--- src/rtl/uart_cmd_pkg.sv ---
// Shared state, command-range and response-code definitions for uart_cmd_loader.
// The S_CSUM state exists only when UART_CMD_CSUM_EN is defined.
package uart_cmd_pkg;

  typedef enum logic [2:0] {
    S_IDLE,
    S_ADDR,
    S_CNT,
    S_DATA,
    S_WR,
`ifdef UART_CMD_CSUM_EN
    S_CSUM,
`endif
    S_RESP
  } state_t;

  localparam logic [3:0] CMD_WRITE = 4'h0;
  localparam logic [3:0] CMD_FILL  = 4'h1;
  localparam logic [3:0] CMD_MODE  = 4'h3;

  localparam logic [7:0] RSP_ACK = 8'h06;
  localparam logic [7:0] RSP_NAK = 8'h15;
  localparam logic [7:0] RSP_CAN = 8'h18;

  localparam int CNT_BYTES = 2;

endpackage

--- src/rtl/uart_cmd_shreg.sv ---
// Little-endian byte assembler: first loaded byte lands in q[7:0].
// full is high on the load that completes the word; the counter then rewraps.
module uart_cmd_shreg
  import uart_cmd_pkg::*;
#(
  parameter int NBYTES = 2
) (
  input  logic                clk,
  input  logic                rst,
  input  logic                clear,
  input  logic                load,
  input  logic [7:0]          din,
  output logic [8*NBYTES-1:0] q,
  output logic                full
);

  localparam int NW = (NBYTES > 1) ? $clog2(NBYTES) : 1;

  logic [NW-1:0]        n;
  logic [8*NBYTES+7:0]  ext;

  assign ext  = {din, q};
  assign full = load && (n == NW'(NBYTES - 1));

  always_ff @(posedge clk) begin
    if (rst || clear) begin
      q <= '0;
      n <= '0;
    end else if (load) begin
      q <= ext[8*NBYTES+7:8];
      n <= full ? '0 : n + 1'b1;
    end
  end

endmodule

--- src/rtl/uart_cmd_loader.sv ---
// UART byte stream to channel word writes / mode updates, with fill and timeout.
// Define UART_CMD_CSUM_EN to require a trailing per-packet checksum byte.
module uart_cmd_loader
  import uart_cmd_pkg::*;
#(
  parameter int ADDR_W      = 16,
  parameter int DATA_BYTES  = 2,
  parameter int NCHAN       = 3,
  parameter int TIMEOUT_CYC = 27_000_000,
  localparam int CW = (NCHAN > 1) ? $clog2(NCHAN) : 1
) (
  input  logic                    clk,
  input  logic                    rst,
  input  logic [7:0]              rx_data,
  input  logic                    rx_data_valid,
  output logic                    rx_data_ready,
  output logic [7:0]              tx_data,
  output logic                    tx_data_valid,
  input  logic                    tx_data_ready,
  output logic [CW-1:0]           wr_chan,
  output logic [ADDR_W-1:0]       wr_addr,
  output logic [8*DATA_BYTES-1:0] wr_data,
  output logic                    wr_en,
  input  logic                    wr_ready,
  output logic [3:0]              mode,
  output logic                    mode_stb,
  output logic                    busy
);

  localparam int AB = (ADDR_W + 7) / 8;
  localparam int DW = 8 * DATA_BYTES;
  localparam int TW = $clog2(TIMEOUT_CYC + 1);

  state_t state;

  logic          acc;
  logic          wr_done;
  logic          idle;
  logic          timed;
  logic          tmo_hit;
  logic [TW-1:0] tmo;

  logic [8*AB-1:0] addr_q;
  logic            addr_full;
  logic [15:0]     cnt_q;
  logic            cnt_full;
  logic [DW-1:0]   data_q;
  logic            data_full;

  logic [15:0] words;
  logic        fill;
  logic        started;

  logic [3:0] cidx;
  logic       chan_ok;
  logic       is_wr;
  logic       is_fill;
  logic       is_mode;

`ifdef UART_CMD_CSUM_EN
  logic [7:0] sum;
  logic [7:0] sum_nxt;
  assign sum_nxt = sum + rx_data;
`endif

  assign idle          = (state == S_IDLE);
  assign busy          = !idle;
  assign wr_en         = (state == S_WR);
  assign tx_data_valid = (state == S_RESP);
  assign rx_data_ready = !(wr_en || tx_data_valid);
  assign acc           = rx_data_valid && rx_data_ready;
  assign wr_done       = wr_en && wr_ready;
  assign wr_data       = data_q;

  assign cidx    = rx_data[3:0] - 4'd1;
  assign chan_ok = (rx_data[3:0] != 4'd0) && (32'(cidx) < NCHAN);
  assign is_wr   = (rx_data[7:4] == CMD_WRITE) && chan_ok;
  assign is_fill = (rx_data[7:4] == CMD_FILL) && chan_ok;
  assign is_mode = (rx_data[7:4] == CMD_MODE);

  always_comb begin
    timed = 1'b0;
    if (state == S_ADDR || state == S_CNT || state == S_DATA)
      timed = 1'b1;
`ifdef UART_CMD_CSUM_EN
    if (state == S_CSUM)
      timed = 1'b1;
`endif
  end

  // The abort fires on the cycle the idle count would reach TIMEOUT_CYC.
  assign tmo_hit = timed && !acc && (tmo == TW'(TIMEOUT_CYC - 1));

  uart_cmd_shreg #(.NBYTES(AB)) u_addr (
    .clk   (clk),
    .rst   (rst),
    .clear (idle),
    .load  (acc && state == S_ADDR),
    .din   (rx_data),
    .q     (addr_q),
    .full  (addr_full)
  );

  uart_cmd_shreg #(.NBYTES(CNT_BYTES)) u_cnt (
    .clk   (clk),
    .rst   (rst),
    .clear (idle),
    .load  (acc && state == S_CNT),
    .din   (rx_data),
    .q     (cnt_q),
    .full  (cnt_full)
  );

  uart_cmd_shreg #(.NBYTES(DATA_BYTES)) u_data (
    .clk   (clk),
    .rst   (rst),
    .clear (idle),
    .load  (acc && state == S_DATA),
    .din   (rx_data),
    .q     (data_q),
    .full  (data_full)
  );

  always_ff @(posedge clk) begin
    if (rst) begin
      state    <= S_IDLE;
      tx_data  <= '0;
      wr_chan  <= '0;
      wr_addr  <= '0;
      words    <= '0;
      fill     <= 1'b0;
      started  <= 1'b0;
      mode     <= '0;
      mode_stb <= 1'b0;
      tmo      <= '0;
`ifdef UART_CMD_CSUM_EN
      sum      <= '0;
`endif
    end else begin
      mode_stb <= 1'b0;
      if (acc || !timed)
        tmo <= '0;
      else
        tmo <= tmo + 1'b1;
`ifdef UART_CMD_CSUM_EN
      if (acc)
        sum <= idle ? rx_data : sum_nxt;
`endif
      if (tmo_hit) begin
        tx_data <= RSP_CAN;
        state   <= S_RESP;
      end else begin
        unique case (state)
          S_IDLE: begin
            started <= 1'b0;
            if (acc) begin
              unique case (1'b1)
                is_wr || is_fill: begin
                  fill    <= is_fill;
                  wr_chan <= cidx[CW-1:0];
                  state   <= S_ADDR;
                end
                is_mode: begin
                  mode     <= rx_data[3:0];
                  mode_stb <= 1'b1;
                  tx_data  <= RSP_ACK;
                  state    <= S_RESP;
                end
                default: begin
                  tx_data <= RSP_NAK;
                  state   <= S_RESP;
                end
              endcase
            end
          end
          S_ADDR: begin
            if (acc && addr_full)
              state <= S_CNT;
          end
          S_CNT: begin
            wr_addr <= addr_q[ADDR_W-1:0];
            if (acc && cnt_full)
              state <= S_DATA;
          end
          S_DATA: begin
            if (!started) begin
              words   <= cnt_q;
              started <= 1'b1;
            end
            if (acc && data_full)
              state <= S_WR;
          end
          S_WR: begin
            if (wr_done) begin
              wr_addr <= wr_addr + 1'b1;
              if (words == 16'd0) begin
`ifdef UART_CMD_CSUM_EN
                state <= S_CSUM;
`else
                tx_data <= RSP_ACK;
                state   <= S_RESP;
`endif
              end else begin
                words <= words - 16'd1;
                state <= fill ? S_WR : S_DATA;
              end
            end
          end
`ifdef UART_CMD_CSUM_EN
          S_CSUM: begin
            if (acc) begin
              tx_data <= (sum_nxt == 8'h00) ? RSP_ACK : RSP_NAK;
              state   <= S_RESP;
            end
          end
`endif
          S_RESP: begin
            if (tx_data_ready)
              state <= S_IDLE;
          end
          default: state <= S_IDLE;
        endcase
      end
    end
  end

endmodule

--- config.mk ---
export PLATFORM = sky130hd
export DESIGN_NAME = uart_cmd_loader
export DESIGN_NICKNAME = d
export VERILOG_FILES = /design/src/rtl/uart_cmd_pkg.sv /design/src/rtl/uart_cmd_shreg.sv /design/src/rtl/uart_cmd_loader.sv
export SDC_FILE = /design/constraint.sdc
export NUM_CORES = 1
export LEC_CHECK = 0
export BUFFER_PORTS_ARGS = -buffer_cell sky130_fd_sc_hd__clkbuf_2
export CAP_MARGIN = 20
export CORE_ASPECT_RATIO = 1.4
export CORE_UTILIZATION = 53
export CTS_BUF_LIST = sky130_fd_sc_hd__clkbuf_4 sky130_fd_sc_hd__clkbuf_8
export CTS_CLUSTER_DIAMETER = 40
export CTS_CLUSTER_SIZE = 12
export DETAILED_ROUTE_END_ITERATION = 8
export PLACE_DENSITY = 0.75
export SYNTH_ARGS = -nofsm -noshare
export SYNTH_HDL_FRONTEND = slang
export SYNTH_HIERARCHICAL = 1
export SYNTH_SLANG_ARGS = --single-unit
export TNS_END_PERCENT = 1
--- constraint.sdc ---
create_clock -name clk -period 3.1 [get_ports clk]
set_input_delay 0.155 -clock clk [delete_from_list [all_inputs] [get_ports clk]]
set_output_delay 0.155 -clock clk [all_outputs]
set_load 0.005 [all_outputs]
==> metrics.txt, run 1 <==
via/cell ratio=6.17; htree depth=4; CP required=3.41 ns; R2R Path Start=tmo[0]$_SDFF_PP0_; Worst setup EP type=flip-flop; Synth Warn #=6; DRT iter0 DRCs=~470; pre-CTS setup slack=approximately 0.53 ns; Max Fclk=around 380 MHz; vias in the first global route=5348; Worst Path Class, Setup=flip-flop to flip-flop; clk_skew=~0.013 ns; reg-to-reg slack, setup=0.48 ns; largest net degree at the start of global routing=70; PD cells=roughly 660 nW/µm²; height of the die=128 µm; setup violators final=0; placed insts=between 800 and 900; Worst Hold Class=input pin to flip-flop; area grow syn2layout=12.3%; clock buffer depth=2; root buffer cell=clkbuf_8; Synth top area share=~41%; Vias=5435; Gate Count Post-Synth=681; max-cap violation count=0; total wire length=15.3 mm; share of cells above drive strength 1=17.0%; cell count of the worst hold path=3; Remaining Overflow, GRT=0; Distinct cells, synth=69; largest area contributor in the netlist=dfxtp_1; register area share after synthesis=41.4%; worst-case vdd ir drop=0.412 mV; CTS Hold Bufs=0; leakage=2.43 nW; setup repair bufs after CTS=0; Finished Cell Area=6780 µm²; Synth Area per Inst=8.87 µm²; clk slew on worst S/H paths=0.08 ns; global-route wire length before repair=roughly 26 mm; CP Launch Type=flip-flop; Remaining DRCs=0; die area=11800 µm²; Wirelength per Cell=17.4 µm; Tot Pwr=4.46 mW; Final Max Slew Viols=0; gr usage total=27.5%; FF-to-FF path depth=6; reg-to-reg endpoint=wr_addr[12]$_SDFFE_PP0P_; Worst slew margin=42.5%; # IOs=64; synthesized area=6040 µm²; Initial Utilization=55.0%; worst skew pair latency=0.44 ns; hold endpoint=u_data/q[15]$_SDFFE_PP0P_; drt pass-1 iters=7; main flop type after synthesis=dfxtp_1; ant diodes=0; Hold Vio Cnt, Final=0; largest cells by area after synthesis=dfxtp_1 41%, mux2i_1 9.3%, nor2_1 7.3%, a21oi_1 2.7%, o31ai_1 2.5%; core area=11000 µm²; setup TNS=0 ns; dpl cell area=around 6300 µm²; min Tclk post-route=roughly 2.6 ns; RSZ-0062 raised after global routing=false; Post-synth EDFFs=0; maximum fanout along the worst path=21; clock sink total=125; row cnt=45; HPWL after DPL=10.4 mm; Tightest Pin Transition=0.863 ns; Nets=745; final std cells w/o fill=881; Final ANT Viol Nets=0; post-cts sizing count=0; GPL Wtd Cong=0.853; I/O Buffers=60; DIE WIDTH=just over 90 µm; antenna violations before repair=0; Worst Path Arrival=2.93 ns; status=finished, final reports clean; Post-synth ARST share=0%; fillers=between 900 and 1000; Final WS setup=0.480 ns; Final period util=84.5%; worst hold start=rx_data[7]; CTS tree=done; CTS buffer count=17; Yosys reg bits=125
[where the power goes]
part | internal, mW | switching, mW
clock | 1.02 | 0.684
combinational | 0.339 | 0.641
sequential | 1.67 | 0.107
[metrics by stage]
step	utilization (%)	hold slack [ns]
final	61.8	0.0967
after global routing	61.8	0.0859
after CTS	61.8	0.0638
after detailed placement	57.4	0.435
after global placement	57.4	0.430
after floorplan	-	0.299
[cell usage after synthesis, types with 2 or more instances]
cell type  count
a31o_2         5
xnor2_1       14
dfxtp_1      125
nand2b_1       2
and3_1        13
mux2i_1       56
o311ai_0       9
nand3_1       16
nor4_1        12
o311ai_1       8
or4_1          5
o211ai_1       4
or2_2          4
buf_8          6
nor2_1       118
a32oi_1        3
a31oi_1        9
clkbuf_1      24
a21oi_1       32
buf_6          8
inv_1         12
xor2_1        11
nand4_1       16
ha_1           5
and4_1         4
nor3_1        18
o31ai_1       20
o32ai_1        2
buf_4          4
and2_1         6
a22oi_1        2
o21ai_0       13
nor2b_1        4
nand2_1       30
or2_1          3
nor3b_1        6
or3_1          6
a211oi_1       6
a31o_1         2
o21a_1         2
o22ai_1        3
buf_2          4
a311oi_1       3
[cell type report]
class	instances	area [µm²]	area share [%]
clock inverters	12	209	3.08
clock buffers	20	269	3.97
flip-flops and latches	125	2500	36.9
multi-input cells	497	3180	46.9
well taps	141	176	2.60
inverters	14	52.6	0.775
repair buffers	72	390	5.76
[critical path, stage by stage, from the launching register on]
cell     delay, ns
dfxtp_1       0.35
ha_1          0.24
nand2_1       0.11
or4_1         0.51
or3_1         0.70
nand2_1       0.44
o32ai_1       0.14
[registers in the layout, summed over array words and instances (netlist names), 2 cells and up]
| name | flops |
|---|---|
| u_addr/q | 16 |
| wr_addr | 16 |
| state | 3 |
| wr_chan | 2 |
| words | 16 |
| tmo | 25 |
| tx_data | 5 |
| u_data/q | 16 |
| u_cnt/q | 16 |
| mode | 4 |
[placed cells by master (no fill, tap or decap), types with 16 or more instances in the layout]
cell | synthesis | layout
a21oi_1 | 32 | 32
nand4_1 | 16 | 16
clkbuf_2 | 0 | 60
clkbuf_8 | 0 | 19
o31ai_1 | 20 | 20
nand3_1 | 16 | 16
nor3_1 | 18 | 18
nand2_1 | 30 | 30
nor2_1 | 118 | 117
mux2i_1 | 56 | 56
dfxtp_1 | 125 | 125
[kinds of logic (layout without fill, tap and decap cells)]
group,after synthesis,count (layout),share of synthesized area [%]
and+or+nand+nor,272,272,22.3
AOI/OAI and AO/OA,136,136,16.0
DFF,125,125,41.4
buffers and inverters,61,118,6.23
muxes,56,56,9.28
xor gates and xnor gates,25,25,3.62
adders and majority gates,5,5,1.04
other,1,3,0.0621
[how the worst max path moves through the flow]
stage / cells after the start / from / to / slack [ns]
after floorplan: 11 / state[2]$_SDFFE_PP0P_ / state[2]$_SDFFE_PP0P_ / 0.93
after global placement: 6 / tmo[0]$_SDFF_PP0_ / wr_addr[12]$_SDFFE_PP0P_ / 0.60
after detailed placement: 6 / tmo[0]$_SDFF_PP0_ / wr_addr[12]$_SDFFE_PP0P_ / 0.53
after CTS: 6 / tmo[0]$_SDFF_PP0_ / wr_addr[12]$_SDFFE_PP0P_ / 0.51
after global routing: 5 / state[2]$_SDFFE_PP0P_ / wr_addr[12]$_SDFFE_PP0P_ / 0.33
final: 6 / tmo[0]$_SDFF_PP0_ / wr_addr[12]$_SDFFE_PP0P_ / 0.48
[layer usage]
metal	share of wire, %	global-route usage [%]	up-vias
li1	-	-	2569
met1	41	33.2	2607
met2	50	46.2	221
met3	6.1	5.56	38
met4	2.7	14.2	0
met5	0	0	-
No activity file was read; power rests on OpenSTA's default activity.
==> run 2: changes to the inputs <==
Settings changed: ABC_AREA set to 1, PLACE_DENSITY 0.75 to 0.77.
Clock period 3.1 ns to 2.2 ns, I/O delays scaled along.
==> metrics.txt, run 2 <==
leakage=3.25 nW (+34%); ant diodes=0 (unchanged); GPL Wtd Cong=0.921 (+8.0%); # IOs=64 (unchanged); Multi-input gate area=3510 µm² (+10%); most frequent cells in the layout=295 x nand2_1, 211 x nor2_1, 135 x inv_1; status=complete, but fails checks; R2R Path Start=state[2]$_SDFFE_PP0P_; largest cells by area after synthesis=dfxtp_1 37%, nand2_1 16%, nor2_1 12%, inv_1 7.4%, nand3_1 4.3%; clock buffer depth=2 (unchanged); Worst Hold Class=input pin to flip-flop; commonest non-fill, non-tap cell in the layout=nand2_1; area grow syn2layout=11.1%; setup repair bufs after CTS=0 (unchanged); register area=2500 µm² (unchanged); Max Fclk=523 MHz (+37%); clock sink total=125 (unchanged); Initial Utilization=54.7% (-0.29 points); worst skew pair latency=0.45 ns (about the same); Final period util=86.9% (+2.4 points); row cnt=48 (+6.7%); max-cap violation count=0 (unchanged); worst-case vdd ir drop=0.663 mV (+61%); CTS buffer count=17 (unchanged); Nets=1153 (+55%); Worst Path Class, Setup=flip-flop to flip-flop; Synth Area per Inst=6.35 µm² (-28%); Synth Warn #=6 (unchanged); CP required=2.55 ns (-0.86 ns); Vias=6585 (+21%); share of cells above drive strength 1=13.2% (-3.9 points); htree depth=4 (unchanged); synthesized area=6810 µm² (+13%); register area share after synthesis=36.8% (-4.6 points); setup TNS=0 ns (unchanged); vias in the first global route=5972 (+12%); Hold Vio Cnt, Final=0 (unchanged); Wirelength per Cell=12.5 µm (-28%); RSZ-0062 raised after global routing=false; via/cell ratio=5.07 (-18%); core area=12400 µm² (+13%); Final Max Slew Viols=0 (unchanged); top cells by count, synth=295 x nand2_1, 214 x nor2_1, 135 x inv_1, 125 x dfxtp_1, 58 x nand3_1; min Tclk post-route=1.91 ns (-0.707 ns); setup violators final=0 (unchanged); largest area contributor in the netlist=dfxtp_1; gr usage total=25.5% (-2.0 points); Gate Count Post-Synth=1071 (+57%); fillers=1190 (+23%); DIE WIDTH=97.8 µm (+6.0%); drt pass-1 iters=7 (unchanged); global-route wire length before repair=27.2 mm (+5.3%); largest net degree at the start of global routing=34 (-51%); clk_skew=0.0122 ns (-0.000366 ns); final core utilization=60.8% (-0.98 points); DRT iter0 DRCs=372 (-22%); PD cells=1150 nW/µm² (+76%); total wire length=16.2 mm (+5.7%); failing checks=design-rule violations; Final ANT Viol Nets=0 (unchanged); CP startpoint=state[2]$_SDFFE_PP0P_; Worst setup EP type=flip-flop; Largest Register=tmo; worst hold start=rx_data[6]; height of the die=136 µm (+6.0%); most numerous cell in the Yosys netlist=nand2_1; Remaining Overflow, GRT=0 (unchanged); Remaining DRCs=2 (+2); maximum fanout along the worst path=19 (-9.5%); CTS tree=done; Distinct cells, synth=42 (-39%); Post-synth ARST share=0% (unchanged); clk slew on worst S/H paths=0.08 ns (about the same); post-cts sizing count=0 (unchanged); main flop type after synthesis=dfxtp_1; root buffer cell=clkbuf_8; max FFs per register=25 (unchanged); antenna violations before repair=0 (unchanged); Worst Path Arrival=2.26 ns (-0.67 ns); HPWL after DPL=11.7 mm (+13%); CP Launch Type=flip-flop; Synth top area share=36.8% (-4.6 points); Post-synth EDFFs=0 (unchanged); die area=13300 µm² (+12%); I/O Buffers=60 (unchanged); Yosys reg bits=125 (unchanged)
-- run 2: cell count changes after synthesis, moves of 17 or more --
cell	previous run	this run
o21ai_0	13	43
clkbuf_1	24	7
nand2_1	30	295
nand3_1	16	58
inv_1	12	135
mux2i_1	56	2
nor2_1	118	214
o31ai_1	20	1
a21oi_1	32	50
-- run 2: logic make-up (layout without fill, tap and decap cells) --
logic type                 after synthesis  after routing  share of synthesized area [%]
and+or+nand+nor                        642            642                           40.3
adders and majority gates                5              5                          0.919
buffers and inverters                  176            251                           11.8
other                                    1              3                         0.0551
AOI/OAI and AO/OA                      114            114                           9.03
DFF                                    125            125                           36.8
muxes                                    2              2                          0.294
xor gates and xnor gates                 6              6                          0.772
-- run 2: power breakdown --
part,leakage [nW],switching [mW],internal (mW)
sequential,1.01,0.303,2.56
combinational,2.05,2.60,1.37
clock,0.184,0.928,0.966
total,3.25,3.83,4.90
-- run 2: cell type report --
cell class / instances / area share (%)
Multi-Input combinational cell: 772 / 46.5
Sequential cell: 125 / 33.1
Inverter: 140 / 7.02
Timing Repair Buffer: 79 / 6.03
Clock buffer: 21 / 3.66
Tap cell: 150 / 2.48
Clock inverter: 11 / 1.24
-- run 2: final timing paths --
check | end | slack (ns) | cells after the start
max | words[8]$_SDFFE_PP0P_ | 0.29 | 11
min | u_data/q[14]$_SDFFE_PP0P_ | 0.02 | 5
max reg2reg | words[8]$_SDFFE_PP0P_ | 0.29 | 11
min reg2reg | tmo[0]$_SDFF_PP0_ | 0.46 | 1
-- run 2: what timing repair did --
| item | in CTS | in global routing |
|---|---|---|
| hold buffers | 5 | 0 |
| setup endpoints to repair | 0 | 0 |
| hold endpoints to repair | 7 | 0 |
-- run 2: stage by stage --
step,instance area [µm²],total power [mW],setup slack (ns),hold slack [ns],std cells
2_1_floorplan,6810,6.09,0.496,0.258,1073
3_3_place_gp,7140,6.78,0.346,0.446,1261
3_5_place_dp,7140,6.82,0.302,0.457,1261
4_1_cts,7560,8.74,0.301,0.00445,1298
5_1_grt,7560,9.47,0.0677,0.0335,1298
6_report,7560,8.72,0.287,0.0231,1298
-- run 2: critical path: stages, from the launching register on --
cell and delay [ns]:
dfxtp_1 0.53, inv_1 0.15, nand2_2 0.11, nor2_4 0.05
nand2_1 0.08, nor2_2 0.04, nand2_2 0.15, nand2_4 0.09
nor2_8 0.30, inv_6 0.12, nor2_1 0.13, nor2_1 0.06
-- run 2: layer usage --
| metal | part of all wire, % | track usage [%] | up-vias |
|---|---|---|---|
| met5 | 0 | 0 | - |
| met4 | 4.0 | 15.1 | 0 |
| met3 | 4.9 | 4.94 | 42 |
| met2 | 48 | 43.3 | 176 |
| met1 | 43 | 29.9 | 2907 |
| li1 | - | - | 3460 |
==> run 3: changes to the inputs <==
Settings changed: CORE_MARGIN set to 5.
==> metrics.txt, run 3 (synthesis gave the netlist of run 2 again) <==
die area=15200 µm² (+15%); DIE WIDTH=106 µm (+8.2%); global-route wire length before repair=28.3 mm (+4.2%); clock buffer depth=2 (unchanged); core area=12800 µm² (+2.6%); Worst slew margin=66.1%; max-cap violation count=0 (unchanged); Worst Path Arrival=1.85 ns (-0.41 ns); worst skew pair latency=0.45 ns (about the same); Worst setup EP type=primary output; PD cells=1180 nW/µm² (+2.6%); CP required=2.09 ns (-0.46 ns); Initial Utilization=53.4% (-1.4 points); clk_skew=0.0183 ns (+0.00606 ns); largest net degree at the start of global routing=34 (unchanged); crit-path cells=nor2_4, nand2_4, inv_2, buf_4, clkbuf_2; CP bufs+invs=3 (+1); Remaining Overflow, GRT=0 (unchanged); CP max stage cell=dfxtp_1; Hold Vio Cnt, Final=0 (unchanged); HPWL after DPL=12.4 mm (+5.4%); gr usage total=22.6% (-2.9 points); area grow syn2layout=11.1% (about the same); delay-heaviest family, CP=buffers and inverters; Tightest Pin Transition=just over 0.5 ns; maximum fanout along the worst path=20 (+1); vias in the first global route=6251 (+4.7%); Remaining DRCs=0 (-2); leakage=3.24 nW (-0.31%); most frequent cells in the layout=295 x nand2_1, 211 x nor2_1, 135 x inv_1; setup TNS=0 ns (unchanged); I/O Buffers=60 (unchanged); DRT iter0 DRCs=277 (-26%); Worst Setup EP=wr_en; root buffer cell=clkbuf_8; Stages on worst setup path=5 (-6); ant diodes=0 (unchanged); R2R Path Start=tmo[0]$_SDFF_PP0_; Final ANT Viol Nets=0 (unchanged); slowest stage delay, CP=0.38 ns (-0.15 ns); Max Fclk=511 MHz (-2.3%); clock sink total=125 (unchanged); Final Max Slew Viols=0 (unchanged); Min Hold Slack=0.0183 ns (-0.00476 ns); antenna violations before repair=0 (unchanged); row cnt=49 (+2.1%); Worst Hold Class=input pin to flip-flop; Nets=1148 (-0.43%); Wirelength per Cell=13.1 µm (+4.7%); height of the die=144 µm (+5.9%); Worst Path Class, Setup=flip-flop to primary output; clk slew on worst S/H paths=0.08 ns (about the same); min Tclk post-route=1.96 ns (+0.0447 ns); CTS buffer count=17 (unchanged); status=finished, final reports clean; reg-to-reg slack, setup=0.25 ns (-0.04 ns); via/cell ratio=5.17 (+1.8%); # IOs=64 (unchanged); share of cells above drive strength 1=13.0% (-0.19 points); setup violators final=0 (unchanged); worst-case vdd ir drop=0.572 mV (-14%); Final period util=89.0% (+2.0 points); total wire length=16.9 mm (+4.4%); max FFs per register=25 (unchanged); Largest Register=tmo; htree depth=4 (unchanged); CTS tree=done; Tot Pwr=8.96 mW (+2.6%); RSZ-0062 raised after global routing=false; reg-to-reg endpoint=wr_addr[6]$_SDFFE_PP0P_; Finished Cell Area=7560 µm² (about the same); dpl cell area=7130 µm² (-0.16%); drt pass-1 iters=5 (-2); FF-to-FF path depth=11 (unchanged); CP Launch Type=flip-flop; Vias=6691 (+1.6%); CP startpoint=state[1]$_SDFFE_PP0P_; commonest non-fill, non-tap cell in the layout=nand2_1; GPL Wtd Cong=0.903 (-1.9%)
[run 3: worst min-delay path by stage]
stage	startpoint	end	slack [ns]	cells past startpoint
after floorplan	rx_data[3]	mode[3]$_SDFFE_PP0P_	0.26	2
after global placement	tmo[0]$_SDFF_PP0_	tmo[0]$_SDFF_PP0_	0.45	1
after detailed placement	tmo[15]$_SDFF_PP0_	tmo[15]$_SDFF_PP0_	0.45	2
after CTS	rx_data[1]	u_data/q[9]$_SDFFE_PP0P_	0.0007	5
after global routing	rx_data[1]	u_data/q[9]$_SDFFE_PP0P_	0.02	5
final	rx_data[2]	u_data/q[10]$_SDFFE_PP0P_	0.02	5
[run 3: layout make-up]
class                   instances  area (µm²)
clock buffers                  17         234
clock inverters                14         181
fillers                      1230        5190
inverters                     140         531
multi-input cells             772        3510
flip-flops and latches        125        2500
well taps                     153         191
repair buffers                 74         410
[run 3: timing repair]
| item | in CTS | in global routing |
|---|---|---|
| hold buffers | 2 | 0 |
| setup buffers | 0 | 0 |
| endpoints found under the hold margin | 2 | 0 |
| resized for setup | 0 | 0 |
[run 3: worst min-delay path, cell delays in order]
cell and delay [ns]:
clkbuf_2 0.13, inv_1 0.07, nand2_1 0.04, nand2_1 0.05, nor2_1 0.03
[run 3: power by group]
group          leakage, nW  internal, mW  switching [mW]
Clock                0.197          1.14            1.00
Sequential            1.01          2.55           0.308
Combinational         2.03          1.34            2.62
[run 3: per-layer routing]
layer	track usage, %	share of wire, %	up-vias
li1	-	-	3450
met1	25.0	39	3020
met2	41.9	53	175
met3	4.38	4.8	46
met4	10.5	3.3	0
met5	0	0	-
[run 3: per-stage QoR]
step,std cells,utilization (%),setup WS [ns]
2_1_floorplan,1073,-,0.496
3_3_place_gp,1262,55.9,0.277
3_5_place_dp,1262,55.9,0.241
4_1_cts,1295,59.3,0.231
5_1_grt,1295,59.3,0.0323
6_report,1295,59.3,0.243
